`src/rtl/imem_boot_loader_if.sv`:
```
// Byte-stream channel into the instruction-memory boot loader.
// Handshake: a byte moves on a rising clk edge where in_valid and in_ready are both 1;
// the source holds in_data stable while in_valid=1 and in_ready=0, and may drop
// in_valid between bytes at any time.
interface imem_boot_loader_if;
    logic [7:0] in_data;
    logic       in_valid;
    logic       in_ready;

    modport master (output in_data, output in_valid, input  in_ready);
    modport slave  (input  in_data, input  in_valid, output in_ready);
endinterface

```
`src/rtl/imem_boot_loader.sv`:
```
// Boot loader: receives a framed program image (16-bit word count, little-endian
// payload words, XOR checksum), writes it into instruction memory from word 0 and
// releases the core from reset only once the whole image has been verified.
module imem_boot_loader #(
    parameter int ADDR_WIDTH = 6
) (
    input  logic                  clk,
    input  logic                  rst,
    input  logic                  start,
    imem_boot_loader_if.slave     s_in,
    output logic                  mem_we,
    output logic [ADDR_WIDTH-1:0] mem_addr,
    output logic [31:0]           mem_wdata,
    output logic                  core_rst_n,
    output logic                  done,
    output logic                  error,
    output logic [ADDR_WIDTH:0]   words_loaded,
    output logic [2:0]            state_dbg
);
    localparam int                    DEPTH    = 2 ** ADDR_WIDTH;
    localparam logic [15:0]           DEPTH16  = 16'(DEPTH);
    localparam logic [ADDR_WIDTH-1:0] ADDR_MAX = '1;

    typedef enum logic [2:0] {
        S_HDR0  = 3'd0,
        S_HDR1  = 3'd1,
        S_DATA  = 3'd2,
        S_CHECK = 3'd3,
        S_DONE  = 3'd4,
        S_ERROR = 3'd5
    } state_t;

    state_t      state, state_nx;
    logic        live;       // 0 during reset and the first cycle after it; gates in_ready
    logic [7:0]  cnt_lo;     // CNT_LO held until CNT_HI arrives
    logic [15:0] n_words;    // word count of the current frame
    logic [7:0]  acc;        // running XOR of header and payload bytes
    logic [1:0]  byte_idx;   // byte position within the current payload word
    logic [23:0] shreg;      // bytes b2,b1,b0 of the word being assembled
    logic        loading;
    logic        xfer;
    logic        word_done;
    logic        last_word;
    logic        rearm;
    logic [15:0] n_hdr;

    assign loading   = (state == S_HDR0) || (state == S_HDR1) ||
                       (state == S_DATA) || (state == S_CHECK);
    assign s_in.in_ready = live && loading;
    assign xfer      = s_in.in_valid && s_in.in_ready;
    assign word_done = (state == S_DATA) && xfer && (byte_idx == 2'd3);
    // words_loaded already counts every earlier word when a 4th byte arrives,
    // because a write retires three cycles before the next word can complete.
    assign last_word = (16'(words_loaded) + 16'd1) == n_words;
    assign rearm     = start && ((state == S_DONE) || (state == S_ERROR));
    assign n_hdr     = {s_in.in_data, cnt_lo};

    assign done       = (state == S_DONE);
    assign error      = (state == S_ERROR);
    assign core_rst_n = (state == S_DONE);
    assign state_dbg  = state;

    // State register.
    always_ff @(posedge clk or negedge rst) begin
        if (!rst) state <= S_HDR0;
        else      state <= state_nx;
    end

    // Next-state decode driven by accepted bytes and the re-arm pulse.
    always_comb begin
        state_nx = state;
        case (state)
            S_HDR0:  if (xfer) state_nx = S_HDR1;
            S_HDR1: begin
                if (xfer) begin
                    if (n_hdr > DEPTH16)     state_nx = S_ERROR;
                    else if (n_hdr == 16'd0) state_nx = S_CHECK;
                    else                     state_nx = S_DATA;
                end
            end
            S_DATA:  if (word_done && last_word) state_nx = S_CHECK;
            S_CHECK: if (xfer) state_nx = (s_in.in_data == acc) ? S_DONE : S_ERROR;
            S_DONE:  if (start) state_nx = S_HDR0;
            S_ERROR: if (start) state_nx = S_HDR0;
            default: state_nx = S_HDR0;
        endcase
    end

    // Datapath: header capture, checksum, word assembly and registered memory write.
    always_ff @(posedge clk or negedge rst) begin
        if (!rst) begin
            live         <= 1'b0;
            cnt_lo       <= '0;
            n_words      <= '0;
            acc          <= '0;
            byte_idx     <= '0;
            shreg        <= '0;
            mem_we       <= 1'b0;
            mem_addr     <= '0;
            mem_wdata    <= '0;
            words_loaded <= '0;
        end else begin
            live   <= 1'b1;
            mem_we <= word_done;
            if (word_done) mem_wdata <= {s_in.in_data, shreg};
            // Advance after the write cycle; the address stops at the last word.
            if (mem_we) begin
                words_loaded <= words_loaded + 1'b1;
                if (mem_addr != ADDR_MAX) mem_addr <= mem_addr + 1'b1;
            end
            if (rearm) begin
                acc          <= '0;
                byte_idx     <= '0;
                words_loaded <= '0;
                mem_addr     <= '0;
            end else if (xfer) begin
                case (state)
                    S_HDR0: begin
                        cnt_lo <= s_in.in_data;
                        acc    <= acc ^ s_in.in_data;
                    end
                    S_HDR1: begin
                        n_words <= n_hdr;
                        acc     <= acc ^ s_in.in_data;
                    end
                    S_DATA: begin
                        acc      <= acc ^ s_in.in_data;
                        byte_idx <= byte_idx + 2'd1;
                        shreg    <= {s_in.in_data, shreg[23:8]};
                    end
                    default: ;
                endcase
            end
        end
    end
endmodule

```
`src/flat_wrapper.sv`:
```
// flat-port wrapper written by rule: the top's interface ports become plain ports
module imem_boot_loader_flat 
#(
    parameter int ADDR_WIDTH = 6
)
  (clk, rst, start, mem_we, mem_addr, mem_wdata, core_rst_n, done, error, words_loaded, state_dbg, s_in_in_data, s_in_in_valid, s_in_in_ready);
  imem_boot_loader_if s_in_i ();
  input  logic clk;
  input  logic rst;
  input  logic start;
  output logic mem_we;
  output logic [ADDR_WIDTH-1:0] mem_addr;
  output logic [31:0] mem_wdata;
  output logic core_rst_n;
  output logic done;
  output logic error;
  output logic [ADDR_WIDTH:0] words_loaded;
  output logic [2:0] state_dbg;
  input wire logic [$bits(s_in_i.in_data)-1:0] s_in_in_data;
  input wire logic [$bits(s_in_i.in_valid)-1:0] s_in_in_valid;
  output wire logic [$bits(s_in_i.in_ready)-1:0] s_in_in_ready;
  assign s_in_i.in_data = s_in_in_data;
  assign s_in_i.in_valid = s_in_in_valid;
  assign s_in_in_ready = s_in_i.in_ready;
  imem_boot_loader #(.ADDR_WIDTH(ADDR_WIDTH)) u_core (.clk(clk), .rst(rst), .start(start), .s_in(s_in_i), .mem_we(mem_we), .mem_addr(mem_addr), .mem_wdata(mem_wdata), .core_rst_n(core_rst_n), .done(done), .error(error), .words_loaded(words_loaded), .state_dbg(state_dbg));
endmodule
```
`config.mk`:
```
export PLATFORM = sky130hd
export DESIGN_NAME = imem_boot_loader_flat
export DESIGN_NICKNAME = d
export VERILOG_FILES = /design/src/rtl/imem_boot_loader_if.sv /design/src/rtl/imem_boot_loader.sv /design/src/flat_wrapper.sv
export SDC_FILE = /design/constraint.sdc
export NUM_CORES = 1
export LEC_CHECK = 0
export BUFFER_PORTS_ARGS = -buffer_cell sky130_fd_sc_hd__buf_2
export CAP_MARGIN = 20
export CELL_PAD_IN_SITES_DETAIL_PLACEMENT = 0
export CELL_PAD_IN_SITES_GLOBAL_PLACEMENT = 2
export CORE_ASPECT_RATIO = 0.9
export CORE_MARGIN = 2
export CORE_UTILIZATION = 35
export DETAILED_ROUTE_END_ITERATION = 6
export PLACE_DENSITY_LB_ADDON = 0.1
export SLEW_MARGIN = 15
export SYNTH_ARGS = -nofsm -noshare
export SYNTH_HDL_FRONTEND = slang
export SYNTH_SLANG_ARGS = --single-unit
```
`constraint.sdc`:
```
create_clock -name clk -period 2 [get_ports clk]
set_clock_uncertainty 0.15 [all_clocks]
set_input_delay 0.4 -clock clk [delete_from_list [all_inputs] [get_ports clk]]
set_output_delay 0.4 -clock clk [all_outputs]
set_load 0.02 [all_outputs]
```
==> results of run 1 <==
## cell usage after synthesis (all sizes together), types with 2 or more instances
cell    instances
nor3b           4
nor2           32
nand2b          4
o21ai           5
nor4            6
nor2b           2
xnor2          10
clkbuf          5
or3             2
a21oi           4
nand2          18
nand4           7
mux2i           3
ha              3
mux2           79
nor3            2
nand3           4
nor4bb          2
a31oi           3
inv             3
and3            4
xor2           25
dfrtp         108
buf             9
## what timing repair did
action                                  CTS  global route
pin swaps                                 4             0
endpoints found under the setup margin    2             3
hold buffers                              1             0
gates cloned                              0             0
resized for setup                         2             2
hold endpoints to repair                 12             0
## cell families after synthesis
| kind of cell | count (synthesis) |
|---|---|
| flops | 108 |
| compound gates | 18 |
| other cells | 1 |
| mux | 82 |
| fa+ha+maj | 3 |
| xor+xnor | 35 |
| simple gates | 91 |
| buf+inv | 17 |
## sequential cells by signal, summed over array words and instances, names as in the netlist, 2 cells and up
| signal | count |
|---|---|
| u_core.shreg | 24 |
| u_core.acc | 8 |
| u_core.state_dbg | 3 |
| u_core.words_loaded | 7 |
| u_core.byte_idx | 2 |
| u_core.cnt_lo | 8 |
| u_core.mem_addr | 6 |
| u_core.mem_wdata | 32 |
| u_core.n_words | 16 |
## power by group through the flow
stage                     Sequential [mW]  Clock, mW  Combinational [mW]
final                                3.60       1.71                2.61
after global routing                 3.72       1.88                2.92
after CTS                            3.60       1.79                2.64
after detailed placement             3.63          0                2.64
after global placement               3.61          0                2.60
after floorplan                      3.79          0                1.55
## stage by stage
step,cell area (µm²),setup TNS (ps),power (mW),instances
global placement,5440,-155,6.20,602
floorplan,4670,0,5.33,355
global route,5750,-302,8.52,618
finish,5750,0,7.92,618
CTS,5740,0,8.04,618
detailed placement,5440,-141,6.27,602
## how the worst min path moves through the flow
stage | to | slack (ps) | depth (start not counted)
2_1_floorplan | u_core.acc[0] | -50 | 0
3_3_place_gp | u_core.mem_wdata[27] | 130 | 1
3_5_place_dp | u_core.mem_wdata[27] | 130 | 1
4_1_cts | u_core.state_dbg[2] | 90 | 2
5_1_grt | u_core.state_dbg[2] | 110 | 2
6_report | u_core.state_dbg[2] | 100 | 2
## final cells by class
cell class,count,area (µm²)
clock buffer,11,253
clock inverter,5,35.0
fill,1190,7080
inverter,3,11.3
multi-input combinational,230,1900
sequential,108,2710
tap,164,205
timing repair buffer,97,636
## critical path, cell delays in order (launching register included)
cell     delay, ps
dfrtp_2        430
ha_4           270
xnor2_1        100
nand4_1        110
nor2_2         140
a31oi_1         90
a211o_1        290
o32ai_1        270
## metal layers
metal  share of wire  global-route usage  routed length (µm)  up-vias
li1                -                   -                   -     1425
met1            0.50               0.214                5010     1534
met2            0.45               0.225                4470       44
met3           0.045              0.0515                 448        7
met4           0.010              0.0378                 102        0
met5               0                   0                   0        -
==> results_dict.tcl, run 1 <==
set metrics [dict create \
    via_count 3010 \
    critPathLaunch "u_core.words_loaded[1]" \
    ant_nets 0 \
    crit_fanout 3 \
    r2r-start "u_core.words_loaded[1]" \
    pre_cts_slack_ps -79.2 \
    dieHeight_um 113 \
    muxShareOfSynthArea 0.198 \
    swShare 0.343 \
    powerDensity_nw_per_um2 1380 \
    grt_usage 0.152 \
    cp-endpoint "u_core.state_dbg[2]" \
    drive_gt1_frac 0.452 \
    power.share.sequential 0.454 \
    numCtsBuffers 9 \
    synthesis.area_um2 4640 \
    num_rows 39 \
    synth-compound-area-share 0.0261 \
    io_buffers 64 \
    synth_top_area_cell "dfrtp_1" \
    maxCapViolations 0 \
    avgSynthCellArea_um2 13.1 \
    power.switching_mw 2.71 \
    avgViaCountPerCell 4.87 \
    start_util 0.362 \
    clk_pin_slew_ps 70 \
    worstSetupPathType "flop to flop" \
    max-clock-path-buffers 2 \
    wl_per_cell_um 16.2 \
    ys_warn_count 0 \
    async_reset_ff_frac 1.00 \
    area_growth_pct 23.9 \
    internal_power_mw 5.21 \
    clock_latency_ps 350 \
    yosysSeqAreaShare 0.582 \
    cp_data_required_time_ps 2100 \
    fmaxAchievable_mhz 510 \
    tritoncts "built" \
    grt-ovfl-total 0 \
    globalplace.congestion 0.731 \
    synth_edf_count 0 \
    routed_wl_um 10000 \
    num_io_pins 65 \
    synth_adder_area_share 0.00809 \
    synth_top_cell_area_share 0.582 \
    dieWidth_um 125 \
    synth.distinct_cells 40 \
    end_kind "flop" \
    grt_pass1_vias 3192 \
    r2r_slack_ps 40 \
    min_from "start" \
    leakagePower_nw 2.69 \
    dp_hpwl_um 6950 \
    finalSetupViolations 0 \
    final_cell_mix "dfrtp_1, mux2_2, buf_2" \
    synth-xor-area-share 0.0660 \
    clock_sinks 108 \
    hold_ws_ps 105 \
    mostFrequentLayoutCell "dfrtp_1" \
    fin_util 0.448 \
    grt_pass1_wl_um 16800 \
    fin_nets 464 \
    pwr-share-comb 0.329 \
    ys_ff_latch 108 \
    antenna_cells 0 \
    clock_power_share 0.216 \
    timing.critical_path.from_type "flop" \
    drc_errors 0 \
    drt_pass1_iterations 4 \
    r2r-end "u_core.state_dbg[2]" \
    maxSlewViolCount 0 \
    finalWorstSetupSlack_ps 41.1 \
    dominantRegCellSynth "dfrtp_1" \
    synth-simple-area-share 0.101 \
    rsz0062_at_grt "true" \
    grt_max_degree 49 \
    ir_drop_mv 0.613 \
    core_area_um2 12800 \
    synthTopCellsByArea "dfrtp_1, mux2_2, xor2_1, nor2_1, xnor2_1" \
    antenna_found_initial 0 \
    syn-num-nets 370 \
    crit_arrival_ps 2060 \
    synth_cells 355 \
    period_needed_ps 1960 \
    die-area_um2 14200 \
    min_period_over_period 0.979 \
    initialDrtViolationCount 82 \
    finalHoldViolations 0 \
    cts_setup_buffers 0 \
    worst_r2r_path_depth 7 \
    cts_max_level 3 \
    synth_top_family_by_area "multiplexers" \
    min_path_type "primary input to flop" \
    clockRootBuffer "clkbuf_16" \
    outcome "finished clean" \
]
Note: power is estimated with default switching activity, not from simulation.
==> inputs of run 2 (changes only) <==
SETUP_SLACK_MARGIN = 0.5   (was not set)
==> run 2 against run 1 <==
Effect of this change:
- cell count up 7.4%
- first-iteration DRC count up 60%
- via count is 8.2% higher
- global-route usage up 2.4 points
- sequential power is 2% higher
- largest power group is now combinational logic
- highest routed layer unchanged
==> results_dict.tcl, run 2 (synthesized netlist as in run 1, its figures left out) <==
set metrics [dict create \
    outcome "finished clean" \
    via_count 3257 \
    dpl-instance-area_um2 5760 \
    fin_util 0.552 \
    hold_ws_ps 111 \
    cp_slowest_cell "dfrtp_1" \
    cts_max_level 3 \
    internal_power_mw 6.43 \
    reg_top3 "u_core.mem_wdata x32, u_core.shreg x24, u_core.n_words x16" \
    largest_reg_flops 32 \
    avgViaCountPerCell 4.91 \
    numCtsBuffers 9 \
    power.switching_mw 3.10 \
    leakagePower_nw 3.28 \
    finalSetupViolations 0 \
    grt_usage 0.176 \
    drc_errors 0 \
    clock_sinks 108 \
    dieHeight_um 113 \
    final_design_area_no_fill_um2 7080 \
    rsz0062_at_grt "true" \
    routed_wl_um 11800 \
    fin_setup_tns_ps 0 \
    grt-ovfl-total 0 \
    period_needed_ps 1950 \
    globalplace.congestion 0.709 \
    initialDrtViolationCount 131 \
    die-area_um2 14200 \
    clk_pin_slew_ps 80 \
    crit_path_max_incr_delay_ps 390 \
    wl_per_cell_um 17.8 \
    grt_pass1_vias 3444 \
    crit_fanout 3 \
    swShare 0.325 \
    area_growth_pct 52.6 \
    clock_power_share 0.211 \
    antenna_found_initial 0 \
    grt_max_degree 30 \
    fillCellCount 1065 \
    pwr-share-comb 0.404 \
    tritoncts "built" \
    timing.critical_path.from_type "flop" \
    core_area_um2 12800 \
    regMostFlops "u_core.mem_wdata" \
    maxCapViolations 0 \
    mostFrequentLayoutCell "dfrtp_1" \
    io_buffers 64 \
    min_path_type "primary input to flop" \
    dp_hpwl_um 7230 \
    dieWidth_um 125 \
    drt_pass1_iterations 4 \
    max-clock-path-buffers 2 \
    grt_pass1_wl_um 19400 \
    start_util 0.362 \
    fin_nets 510 \
    antenna_cells 0 \
    clockRootBuffer "clkbuf_16" \
    clock_latency_ps 360 \
    worstSetupPathType "flop to flop" \
    cp_cell_sequence "nor4_1 > nand4_1 > nor2_2 > a31oi_1 > a211o_1 > o32ai_2" \
    ant_nets 0 \
    power.share.sequential 0.386 \
    fmaxAchievable_mhz 512 \
    ir_drop_mv 0.652 \
    powerDensity_nw_per_um2 1340 \
    crit_arrival_ps 2060 \
    min_period_over_period 0.976 \
    cp_data_required_time_ps 2110 \
    num_io_pins 65 \
    end_kind "flop" \
    num_rows 39 \
    final_cell_mix "dfrtp_1, mux2_4, buf_2" \
    finalHoldViolations 0 \
    maxSlewViolCount 0 \
    drive_gt1_frac 0.570 \
]
==> run 2: cell count changes in the layout (fill, tap and decap cells not counted), sizes merged <==
cell and change:
buf +45, bufinv +2, clkbuf +1, clkinv -1
clkinvlp -1
==> run 2: critical path, delay by kind of cell (launching register included) <==
| kind | cells | cell delay (ps) |
|---|---|---|
| simple gates | 3 | 700 |
| flops | 1 | 390 |
| compound gates | 3 | 610 |
==> run 2: final timing paths <==
check / slack [ps] / endpoint / cells after the start / from
hold / removal: 110 / u_core.state_dbg[2] / 2 / start
min in group asynchronous: 350 / u_core.n_words[8] / 2 / rst
max in group asynchronous: 870 / u_core.state_dbg[1] / 3 / rst
setup reg to reg: 50 / u_core.state_dbg[2] / 6 / u_core.n_words[8]
hold reg to reg: 360 / u_core.mem_wdata[5] / 1 / u_core.shreg[5]
setup / recovery: 50 / u_core.state_dbg[2] / 6 / u_core.n_words[8]
==> run 2: cell type report <==
class | instances | area [µm²] | share of cell area
Clock buffer | 11 | 253 | 0.0357
Timing Repair Buffer | 143 | 1450 | 0.205
Clock inverter | 5 | 82.6 | 0.0117
Sequential cell | 108 | 2720 | 0.384
Inverter | 3 | 13.8 | 0.00194
Multi-Input combinational cell | 230 | 2360 | 0.333
Tap cell | 164 | 205 | 0.0290
==> run 2: routing by layer <==
layer	track usage	up-vias	routed length (µm)
li1	-	1518	-
met1	0.262	1677	6110
met2	0.256	50	5170
met3	0.0383	12	391
met4	0.0533	0	150
met5	0	-	0
==> run 2: power by group through the flow <==
stage,registers (mW),logic [mW],clock network [mW]
floorplan,3.86,1.95,0
global placement,3.68,2.94,0
detailed placement,3.70,2.98,0
CTS,3.67,3.61,2.06
global route,3.79,4.18,2.16
finish,3.67,3.84,2.01
==> run 2: through the flow <==
stage          power, mW  worst slack (ps)  std cells
3_3_place_gp        6.63              52.8        599
4_1_cts             9.34              37.6        658
2_1_floorplan       5.80              62.3        355
3_5_place_dp        6.68             -4.49        599
5_1_grt             10.1             -51.9        664
6_report            9.52              48.4        664
==> run 2: what timing repair did <==
action | 4_1_cts | 5_1_grt
buffers inserted | 36 | 5
pin swaps | 10 | 7
cloned | 6 | 1
endpoints found under the setup margin | 127 | 129
hold endpoints to repair | 17 | 0
hold buffers | 1 | 0
gates resized for setup | 75 | 40
==> inputs of run 3 (changes only) <==
RECOVER_POWER = 100   (was not set)
==> run 3 against run 2 <==
Effect of this change:
- non-clock buffer count stayed put
- first-iteration DRC count is 20% higher
- worst setup slack worse by 1.4 ps
- critical path depth stayed put
- combinational power hardly changed
- total power is 0.16% lower
- design area is 0.83% lower
- sequential power hardly changed
- utilization is 0.46 points lower
- routed wire length is 0.10% lower
- hold slack worse by 0.77 ps
- largest power group unchanged
- register-to-register slack hardly changed
==> results_dict.tcl, run 3 (synthesized netlist as in run 1, its figures left out) <==
set metrics [dict create \
    relSlewSlack 0.605 \
    outcome "finished clean" \
    finalPower_mw 9.51 \
    regMostFlops "u_core.mem_wdata" \
    grt_usage 0.176 \
    dp_hpwl_um 7230 \
    antenna_cells 0 \
    dpl-instance-area_um2 5760 \
    drive_gt1_frac 0.552 \
    fin_cells 664 \
    crit_arrival_ps 2060 \
    area_growth_pct 51.3 \
    io_buffers 64 \
    maxSlewViolCount 0 \
    routed_wl_um 11800 \
    mostFrequentLayoutCell "dfrtp_1" \
    pre_cts_slack_ps -4.49 \
    drc_errors 0 \
    cp_slowest_cell "dfrtp_1" \
    num_io_pins 65 \
    min_period_over_period 0.977 \
    met1_usage 0.262 \
    worstMarginPinSlew_ps 592 \
    leakagePower_nw 3.23 \
    r2r_slack_ps 50 \
    dieWidth_um 125 \
    avgViaCountPerCell 4.90 \
    start_util 0.362 \
    antenna_found_initial 0 \
    crit_family "simple AND/OR/NAND/NOR gates" \
    grt_max_degree 30 \
    min_path_type "primary input to flop" \
    crit_path_max_incr_delay_ps 400 \
    clock_sinks 108 \
    finalWorstSetupSlack_ps 47.0 \
    fmaxAchievable_mhz 512 \
    numCtsBuffers 9 \
    use_met3 0.0383 \
    grt_use_met2 0.256 \
    ant_nets 0 \
    timing.critical_path.from_type "flop" \
    wl_per_cell_um 17.8 \
    largest_reg_flops 32 \
    clock_latency_ps 360 \
    end_kind "flop" \
    dieHeight_um 113 \
    globalplace.congestion 0.709 \
    initialDrtViolationCount 157 \
    num_rows 39 \
    maxCapViolations 0 \
    crit_fanout 3 \
    dp_cells 599 \
    cp_data_required_time_ps 2110 \
    final_design_area_no_fill_um2 7030 \
    cp_num_buf_inv 0 \
    finalSetupViolations 0 \
    drt_pass1_iterations 4 \
    grt-ovfl-total 0 \
    clk_pin_slew_ps 70 \
    worstSetupPathType "flop to flop" \
    rsz0062_at_grt "true" \
    grt_pass1_wl_um 19400 \
    ir_drop_mv 0.651 \
    tritoncts "built" \
    via_count 3252 \
    grt.busiest_layer "met1" \
    die-area_um2 14200 \
    max-clock-path-buffers 2 \
    finalHoldViolations 0 \
    powerDensity_nw_per_um2 1350 \
    fin_nets 510 \
    period_needed_ps 1950 \
    core_area_um2 12800 \
    fin_setup_tns_ps 0 \
    cp_cell_sequence "nor4_1 > nand4_1 > nor2_2 > a31oi_1 > a211o_1 > o32ai_2" \
    cts_max_level 3 \
    reg_top3 "u_core.mem_wdata x32, u_core.shreg x24, u_core.n_words x16" \
    clockRootBuffer "clkbuf_16" \
    final_cell_mix "dfrtp_1, mux2_4, buf_4" \
    grt_pass1_vias 3444 \
]
-- run 3: changes by cell type in the layout (fill, tap and decap cells not counted) --
cell / delta
clkbuf_4: +1
clkbuf_1: +9
buf_2: -7
clkbuf_2: +2
buf_4: -2
buf_12: -3
-- run 3: stage by stage --
| stage | utilization | hold slack (ps) |
|---|---|---|
| 4_1_cts | 0.534 | 93.1 |
| 3_5_place_dp | 0.449 | 186 |
| 6_report | 0.547 | 110 |
| 3_3_place_gp | 0.449 | 181 |
| 2_1_floorplan | - | -45.6 |
| 5_1_grt | 0.547 | 106 |
-- run 3: final cells by class --
| cell class | instances | area [µm²] |
|---|---|---|
| clock buffer | 11 | 253 |
| clock inverter | 5 | 82.6 |
| fill | 1072 | 5810 |
| inverter | 3 | 13.8 |
| multi-input combinational | 230 | 2360 |
| sequential | 108 | 2720 |
| tap | 164 | 205 |
| timing repair buffer | 143 | 1400 |
-- run 3: final timing paths --
kind	from	end	cells after the start
min	start	u_core.state_dbg[2]	2
min in group asynchronous	rst	u_core.n_words[8]	2
max	u_core.n_words[8]	u_core.state_dbg[2]	6
max in group asynchronous	rst	u_core.mem_wdata[5]	3
max reg2reg	u_core.n_words[8]	u_core.state_dbg[2]	6
min reg2reg	u_core.shreg[5]	u_core.mem_wdata[5]	1
-- run 3: power breakdown --
| part | internal, mW | switching, mW |
|---|---|---|
| Combinational | 2.26 | 1.57 |
| Clock | 1.17 | 0.834 |
| Sequential | 2.98 | 0.697 |
-- run 3: per-layer routing --
layer	vias to the layer above	share of wire
met5	-	0
met4	0	0.012
met3	11	0.034
met2	54	0.44
met1	1671	0.51
li1	1516	-
-- run 3: timing repair --
item,CTS,global route
pin swaps,10,7
resized for setup,75,40
hold endpoints to repair,17,0
gates cloned,6,1
setup buffers,36,5
hold buffers,1,0
setup endpoints to repair,127,129
-- run 3: worst reg2reg max path, cell delays in order, from the launching register on --
cell and delay [ps]:
dfrtp_1 400, nor4_1 380, nand4_1 180, nor2_2 140, a31oi_1 90, a211o_1 310, o32ai_2 210
